`src/rtl/bram_frame_reader.sv`:
```
`default_nettype none
// ============================================================================
// Module   : bram_frame_reader
// Purpose  : Reads a frame from a circular BRAM region into a valid/ready
//            stream with last-beat marking. Optional abort: READER_ABORT_EN.
// Revision : 1.0
// ============================================================================
module bram_frame_reader #(
    parameter int DATA_W = 8,
    parameter int DEPTH  = 2048,
    parameter int ADDR_W = $clog2(DEPTH),
    parameter int LEN_W  = ADDR_W + 1
) (
    input  logic              clk,
    input  logic              rstn,
    input  logic              i_start,
    input  logic [ADDR_W-1:0] i_base_addr,
    input  logic [LEN_W-1:0]  i_len,
`ifdef READER_ABORT_EN
    input  logic              i_abort,
`endif
    output logic              o_busy,
    output logic              o_done,
    output logic              o_rden,
    output logic [ADDR_W-1:0] o_raddr,
    input  logic [DATA_W-1:0] i_rdata,
    output logic [DATA_W-1:0] o_tdata,
    output logic              o_tvalid,
    output logic              o_tlast,
    input  logic              i_tready
);

    localparam logic [ADDR_W-1:0] c_ADDR_MAX = ADDR_W'(DEPTH - 1);

    typedef enum logic [1:0] {
        S_IDLE  = 2'd0,
        S_READ  = 2'd1,
        S_DRAIN = 2'd2
    } state_t;

    state_t             r_state;
    state_t             w_state_nxt;

    logic [ADDR_W-1:0]  r_addr;
    logic [LEN_W-1:0]   r_len;
    logic [LEN_W-1:0]   r_rd_cnt;
    logic               r_inflight;
    logic               r_inflight_last;
    logic [DATA_W-1:0]  r_mem_data [2];
    logic               r_mem_last [2];
    logic               r_wr_ptr;
    logic               r_rd_ptr;
    logic [1:0]         r_count;
    logic               r_done;

    logic               w_abort;
    logic               w_hs;
    logic               w_last_rd;
    logic               w_room;
    logic [2:0]         w_occ;
    logic               w_rden;
    logic               w_done_nxt;
    logic               w_flush;
    logic               w_load;
    logic [ADDR_W-1:0]  w_addr_inc;

`ifdef READER_ABORT_EN
    assign w_abort = i_abort;
`else
    assign w_abort = 1'b0;
`endif

    assign o_tvalid   = (r_count != 2'd0);
    assign o_tdata    = r_mem_data[r_rd_ptr];
    assign o_tlast    = o_tvalid & r_mem_last[r_rd_ptr];
    assign o_busy     = (r_state != S_IDLE);
    assign o_done     = r_done;
    assign o_rden     = w_rden;
    assign o_raddr    = r_addr;

    assign w_hs       = o_tvalid & i_tready;
    assign w_last_rd  = (r_rd_cnt == (r_len - LEN_W'(1)));
    // A word leaving this cycle frees its slot, which keeps 1 word/clk.
    assign w_occ      = 3'(r_count) + 3'(r_inflight) - 3'(w_hs);
    assign w_room     = (w_occ < 3'd2);
    assign w_load     = (r_state == S_IDLE) && i_start && (i_len != '0);
    assign w_addr_inc = (r_addr == c_ADDR_MAX) ? '0 : r_addr + ADDR_W'(1);

    always_ff @(posedge clk or negedge rstn) begin
        if (!rstn) begin
            r_state <= S_IDLE;
        end else begin
            r_state <= w_state_nxt;
        end
    end

    always_comb begin
        w_state_nxt = r_state;
        w_rden      = 1'b0;
        w_done_nxt  = 1'b0;
        w_flush     = 1'b0;
        case (r_state)
            S_IDLE: begin
                if (i_start) begin
                    if (i_len != '0) begin
                        w_state_nxt = S_READ;
                    end else begin
                        w_done_nxt = 1'b1;
                    end
                end
            end
            S_READ: begin
                if (w_abort) begin
                    w_state_nxt = S_IDLE;
                    w_flush     = 1'b1;
                    w_done_nxt  = 1'b1;
                end else if (w_room) begin
                    w_rden = 1'b1;
                    if (w_last_rd) begin
                        w_state_nxt = S_DRAIN;
                    end
                end
            end
            S_DRAIN: begin
                if (w_abort) begin
                    w_state_nxt = S_IDLE;
                    w_flush     = 1'b1;
                    w_done_nxt  = 1'b1;
                end else if (w_hs && o_tlast) begin
                    w_state_nxt = S_IDLE;
                    w_done_nxt  = 1'b1;
                end
            end
            default: begin
                w_state_nxt = S_IDLE;
            end
        endcase
    end

    always_ff @(posedge clk or negedge rstn) begin
        if (!rstn) begin
            r_addr          <= '0;
            r_len           <= '0;
            r_rd_cnt        <= '0;
            r_inflight      <= 1'b0;
            r_inflight_last <= 1'b0;
            r_mem_data[0]   <= '0;
            r_mem_data[1]   <= '0;
            r_mem_last[0]   <= 1'b0;
            r_mem_last[1]   <= 1'b0;
            r_wr_ptr        <= 1'b0;
            r_rd_ptr        <= 1'b0;
            r_count         <= 2'd0;
            r_done          <= 1'b0;
        end else begin
            r_done <= w_done_nxt;

            if (w_load) begin
                r_addr   <= i_base_addr;
                r_len    <= i_len;
                r_rd_cnt <= '0;
            end else if (w_rden) begin
                r_addr   <= w_addr_inc;
                r_rd_cnt <= r_rd_cnt + LEN_W'(1);
            end

            r_inflight      <= w_rden;
            r_inflight_last <= w_last_rd;

            // Abort drops both the queued words and the read still in the BRAM pipe.
            if (w_flush) begin
                r_count    <= 2'd0;
                r_wr_ptr   <= 1'b0;
                r_rd_ptr   <= 1'b0;
                r_inflight <= 1'b0;
            end else begin
                if (r_inflight) begin
                    r_mem_data[r_wr_ptr] <= i_rdata;
                    r_mem_last[r_wr_ptr] <= r_inflight_last;
                    r_wr_ptr             <= ~r_wr_ptr;
                end
                if (w_hs) begin
                    r_rd_ptr <= ~r_rd_ptr;
                end
                r_count <= r_count + 2'(r_inflight) - 2'(w_hs);
            end
        end
    end

endmodule
`default_nettype wire
```
`config.mk`:
```
export PLATFORM = sky130hd
export DESIGN_NAME = bram_frame_reader
export DESIGN_NICKNAME = d
export VERILOG_FILES = /design/src/rtl/bram_frame_reader.sv
export SDC_FILE = /design/constraint.sdc
export NUM_CORES = 1
export LEC_CHECK = 0
export ABC_AREA = 1
export BUFFER_PORTS_ARGS = -buffer_cell sky130_fd_sc_hd__buf_2
export CORE_MARGIN = 2
export CORE_UTILIZATION = 30
export CTS_BUF_LIST = sky130_fd_sc_hd__clkbuf_8 sky130_fd_sc_hd__clkbuf_16
export CTS_CLUSTER_SIZE = 14
export DETAILED_ROUTE_END_ITERATION = 7
export GPL_TIMING_DRIVEN = 1
export SLEW_MARGIN = 20
export SYNTH_ARGS = -nofsm -noshare
export SYNTH_HDL_FRONTEND = slang
export SYNTH_SLANG_ARGS = --single-unit
```
`constraint.sdc`:
```
create_clock -name clk -period 3.3 [get_ports clk]
set_clock_uncertainty 0.15 [all_clocks]
set_input_delay 0 -clock clk [delete_from_list [all_inputs] [get_ports clk]]
set_output_delay 0 -clock clk [all_outputs]
set_load 0.005 [all_outputs]
```
# == Word level (Yosys, flattened, before mapping) ==
# Index checks and enable logic that the tools add are counted.
# totals
ff_bits,62
input_bits,35
out_inout_bits,24
elab_cells,79
# classes
n_addsub,7
n_lt_le_gt_ge,4
eq_ne,9
muxes,29
bitwise,6
reduce_logical,10
# ops
op,n
$mux 11,3
$mux 8,4
$mux 12,2
$bwmux 16,1
$add 12x1->12 const B,1
$eq 12x12->1,1
$reduce_bool 12->1,1
$sub 12x1->12 const B,1
$add 11x1->11 const B,1
$eq 11x11->1 const B,1
$mux 2,5
$mux 1,9
$demux 8 s1,1
$ne 2x2->1 const B,4
$pmux 2 s3,1
$reduce_bool 2->1,3
$reduce_and 5->1,1
$ge 2x2->1 const B,2
$logic_and 1x1->1,4
$not 1->2,2
$add 2x1->3,1
$lt 3x2->1 const B,1
$sub 3x1->3,1
$add 2x1->2,1
11 further kinds,13

# == Depth between registers and ports, before layout ==
# logic_depth
ltp_word,8
depth_mapped,20
mapped_depth_nobuf,20

# == Least setup slack after synthesis ==
# OpenSTA, ideal clock, no wires.
# synth_timing
path_kind,reg-to-reg
startpoint,reg r_count[1]
endpoint,"reg r_addr[8], in the netlist o_raddr[8]"
setup_ns,0.125
arrival_time_ns,2.405
required_time_ns,3.025
setup_slack_ns,0.620
path_stages_with_launch,14
path_buffers,1
period_less_slack_ns,2.680
cell_sequence,dfrtp_1 -> nor2_1 -> inv_1 -> nand2_1 -> inv_1 -> ha_1 -> inv_1 -> ha_1 -> fa_1 -> nor2_4 -> nand2_4 -> clkbuf_1 -> o32ai_1 -> nor2_1
# synth_between
elab_chain_cells,7
elab_cells_between_ends,8
cone_classes,add/sub: 2; order compare: 1; mux: 2; bitwise: 1; reduce/logical: 2
# synth_lines
item,line,rtl
start: declaration,53,logic [1:0] r_count;
start signal: assignment,185,r_count <= r_count + 2'(r_inflight) - 2'(w_hs);
$reduce_bool 2->1,73,assign o_tvalid = (r_count != 2'd0);
named net o_tvalid,28,"output logic o_tvalid,"
$and 1x1->1,81,assign w_hs = o_tvalid & i_tready;
named net w_hs,57,logic w_hs;
$sub 3x1->3,84,assign w_occ = 3'(r_count) + 3'(r_inflight) - 3'(w_hs);
named net w_occ[1],60,logic [2:0] w_occ;
$lt 3x2->1,85,assign w_room = (w_occ < 3'd2);
$mux 1,117,end else if (w_room) begin
$mux 1,102,case (r_state)
$reduce_bool 2->1 (no source line),n/a,
end signal: assignment,159,r_addr <= i_base_addr;
end signal: assignment,163,r_addr <= w_addr_inc;
end: declaration,44,logic [ADDR_W-1:0] r_addr;
# The timed path passes the listed nets, and every way through them passes these cells.
# A chain may end at the register's enable or synchronous reset.

# == Worst setup path after layout ==
# layout_timing
startpoint,reg r_count[1]
endpoint,reg r_rd_cnt[10]
# layout_between
elab_chain_cells,7
elab_cells_between_ends,8
cone_classes,add/sub: 2; order compare: 1; mux: 2; bitwise: 1; reduce/logical: 2
# layout_lines
item,line,rtl
$reduce_bool 2->1,73,
$and 1x1->1,81,
named net w_hs,57,
$sub 3x1->3,84,
named net w_occ[1],60,
$lt 3x2->1,85,
$mux 1,117,
$mux 1,102,
$reduce_bool 2->1 (no source line),n/a,
end signal: assignment,164,r_rd_cnt <= r_rd_cnt + LEN_W'(1);
end: declaration,46,logic [LEN_W-1:0] r_rd_cnt;
# The timed path passes the listed nets, and every way through them passes these cells.

==> results.sh <==
export IMPL_rows=39
export IMPL_firstDrtPassIters=4
export IMPL_syn2layout_area_growth_pct=31.0
export IMPL_antenna_found_initial=0
export IMPL_synth_xor_area_share=0.0297
export IMPL_layout_cells_non_filler=728
export IMPL_async_flop_share=1.00
export IMPL_combPwrFrac=0.449
export IMPL_worstSetupEndpointType="flop"
export IMPL_setup_viol=0
export IMPL_cts_root_buf="clkbuf_16"
export IMPL_drv_cap=0
export IMPL_routed_wl_um=8550
export IMPL_crit_path_max_fanout=15
export IMPL_status="completed"
export IMPL_seq_power_share=0.324
export IMPL_port_buffers=58
export IMPL_via_per_inst=4.59
export IMPL_startpoint="r_count[1]"
export IMPL_synth_cells=484
export IMPL_synth_mux_area_frac=0
export IMPL_cts_htree_levels=3
export IMPL_timing_rr_end="r_rd_cnt[10]"
export IMPL_max_slew_margin=0.467
export IMPL_nFillCells=1138
export IMPL_layout_drive_gt1_share=0.179
export IMPL_synth_enable_flop_cells=0
export IMPL_clock_sinks=62
export IMPL_yosysSeqAreaShare=0.438
export IMPL_hp_class="in -> async"
export IMPL_worstPathArrival_ps=3110
export IMPL_regToRegSetupSlack_ps=290
export IMPL_drc_errors=0
export IMPL_p_int_w=0.00239
export IMPL_powerDensity_nw_per_um2=897
export IMPL_grt_pass1_wl_um=14600
export IMPL_synth_cell_types=36
export IMPL_path_class="reg -> reg"
export IMPL_ys_warnings_count=0
export IMPL_nets=621
export IMPL_place_ws_ps=312
export IMPL_irDropWorstVdd_v=0.000397
export IMPL_cp_start_kind="flop"
export IMPL_hpwl_um=6180
export IMPL_synth_top_family_by_area="simple AND/OR/NAND/NOR gates"
export IMPL_postLayoutCoreUtil=0.405
export IMPL_wl_per_cell_um=11.7
export IMPL_synth_compound_area_share=0.0809
export IMPL_p_sw_w=0.00177
export IMPL_cts_tree="yes"
export IMPL_grt_max_degree=63
export IMPL_dieArea_um2=12700
export IMPL_die_h_um=113
export IMPL_synthSimpleGateAreaFrac=0.341
export IMPL_endpoint="r_rd_cnt[10]"
export IMPL_cts_made_buffers=9
export IMPL_fp_coreArea_um2=11500
export IMPL_final_cell_mix="160 x nand2_1, 65 x inv_1, 62 x dfrtp_1, 58 x buf_2"
export IMPL_diodes=0
export IMPL_pwr_share_clk=0.227
export IMPL_routabilityCongestion=0.785
export IMPL_grt_pass1_vias=3298
export IMPL_leakagePower_nw=2.39
export IMPL_fin_crit_sh=0.911
export IMPL_clkLatencyLatePin_ps=330
export IMPL_drv_slew=0
export IMPL_initial_core_util=0.309
export IMPL_fin_ws_ps=295
export IMPL_ios=59
export IMPL_path_clk_slew_ps=50
export IMPL_vias=3341
export IMPL_synth_adder_area_share=0.0233
export IMPL_crit_required_ps=3400
export IMPL_grt_util_all_layers=0.141
export IMPL_hold_viol=0
export IMPL_r2r_cells=15
export IMPL_synth_area_um2=3540
export IMPL_die_w_um=113
export IMPL_final_common_cell="nand2_1"
export IMPL_place_inst=677
export IMPL_worstReg2RegStart="r_count[1]"
export IMPL_drtIter0Drc=195
export IMPL_ys_flop_type="dfrtp_1"
export IMPL_clk_path_buf_depth=2
export IMPL_worst_pin_slew_ps=799
export IMPL_p_sw_frac=0.426
export IMPL_antenna_left=0
export IMPL_grt_overflow=0
export IMPL_synth_nets=525
export IMPL_ys_ff_latch=62
export IMPL_placed_area_um2=3980
export IMPL_power_w=0.00416
export IMPL_fmax_mhz=333
export IMPL_synth_area_per_cell_um2=7.32
export IMPL_design_area_um2=4640
export IMPL_period_needed_ps=3010
==> cell families (layout without fill, tap and decap cells) <==
| family | Yosys count | count (layout) |
|---|---|---|
| compound gates | 53 | 53 |
| xor+xnor | 12 | 12 |
| fa+ha+maj | 6 | 6 |
| buf+inv | 80 | 181 |
| flops | 62 | 62 |
| simple gates | 271 | 271 |
==> worst max-delay path, cell delays in order, from the launching register on <==
cell	delay (ps)
dfrtp_1	400
nor2_1	130
inv_1	70
nand2_1	100
inv_1	60
ha_1	270
inv_1	40
ha_1	180
fa_1	500
nor2_4	170
nand2_4	150
nor3_4	270
inv_2	90
nor3_4	150
nand2_1	80
a21oi_1	120
==> power groups by stage <==
stage          logic, W  registers [W]  clock network (W)
2_1_floorplan   0.00138        0.00128                  0
3_3_place_gp    0.00180        0.00134                  0
3_5_place_dp    0.00185        0.00136                  0
4_1_cts         0.00189        0.00135           0.000967
5_1_grt         0.00216        0.00139            0.00100
6_report        0.00187        0.00135           0.000944
==> worst min path at each step <==
stage,from,endpoint,slack [ps],cells past startpoint
4_1_cts,i_base_addr[0],o_raddr[0],260,4
3_5_place_dp,i_len[10],r_len[10],70,3
3_3_place_gp,i_len[10],r_len[10],60,3
5_1_grt,i_base_addr[5],o_raddr[5],290,4
2_1_floorplan,rstn,o_done,-450,0
6_report,rstn,r_mem_data[3],230,3
==> Yosys cell counts, types with 2 or more instances <==
library cell,number,area share
nand2_1,160,0.17
inv_1,63,0.067
dfrtp_1,62,0.44
nor2_1,36,0.038
o21ai_0,35,0.049
nand3_1,31,0.044
a21oi_1,10,0.014
nor3_1,9,0.013
nand4_1,7,0.012
buf_2,6,0.0085
xnor2_1,6,0.015
xor2_1,6,0.015
ha_1,5,0.018
inv_2,5,0.0053
nand2_2,5,0.0088
clkbuf_1,4,0.0042
nor2_2,4,0.0071
nor2_4,4,0.013
nand3b_1,3,0.0064
nor3_2,3,0.0085
nor4_1,3,0.0053
o32ai_1,2,0.0049
or2_2,2,0.0035
==> metrics by stage <==
stage | hold slack (ps) | setup TNS, ps
after floorplan | -446 | 0
after global placement | 61.5 | 0
after detailed placement | 66.1 | 0
after CTS | 262 | 0
after global routing | 294 | -5.64
final | 232 | 0
==> area by class of cell <==
cell class,instances,area (um^2),area share
multi-input cells,342,1690,0.364
clock inverters,5,50.0,0.0108
well taps,143,179,0.0385
clock buffers,11,253,0.0544
flip-flops and latches,62,1550,0.334
repair buffers,95,653,0.141
inverters,70,264,0.0569
==> flip-flops by register name (all words and copies together) (netlist names), 2 cells and up <==
register	count
o_raddr	11
r_count	2
r_len	12
r_mem_data	16
r_mem_last	2
r_rd_cnt	12
r_state	2
==> routing by layer <==
layer  vias to the layer above  track usage  part of all wire
met5                         -            0                 0
met4                         0       0.0366             0.012
met3                        11       0.0421             0.053
met2                        86        0.252              0.49
met1                      1528        0.164              0.45
li1                       1716            -                 -
==> what timing repair did <==
action	4_1_cts	5_1_grt
endpoints found under the setup margin	0	1
hold buffers	34	0
resized for setup	0	2
setup buffers	0	1
hold endpoints to repair	103	0
Power figures use the tool's default switching activity.
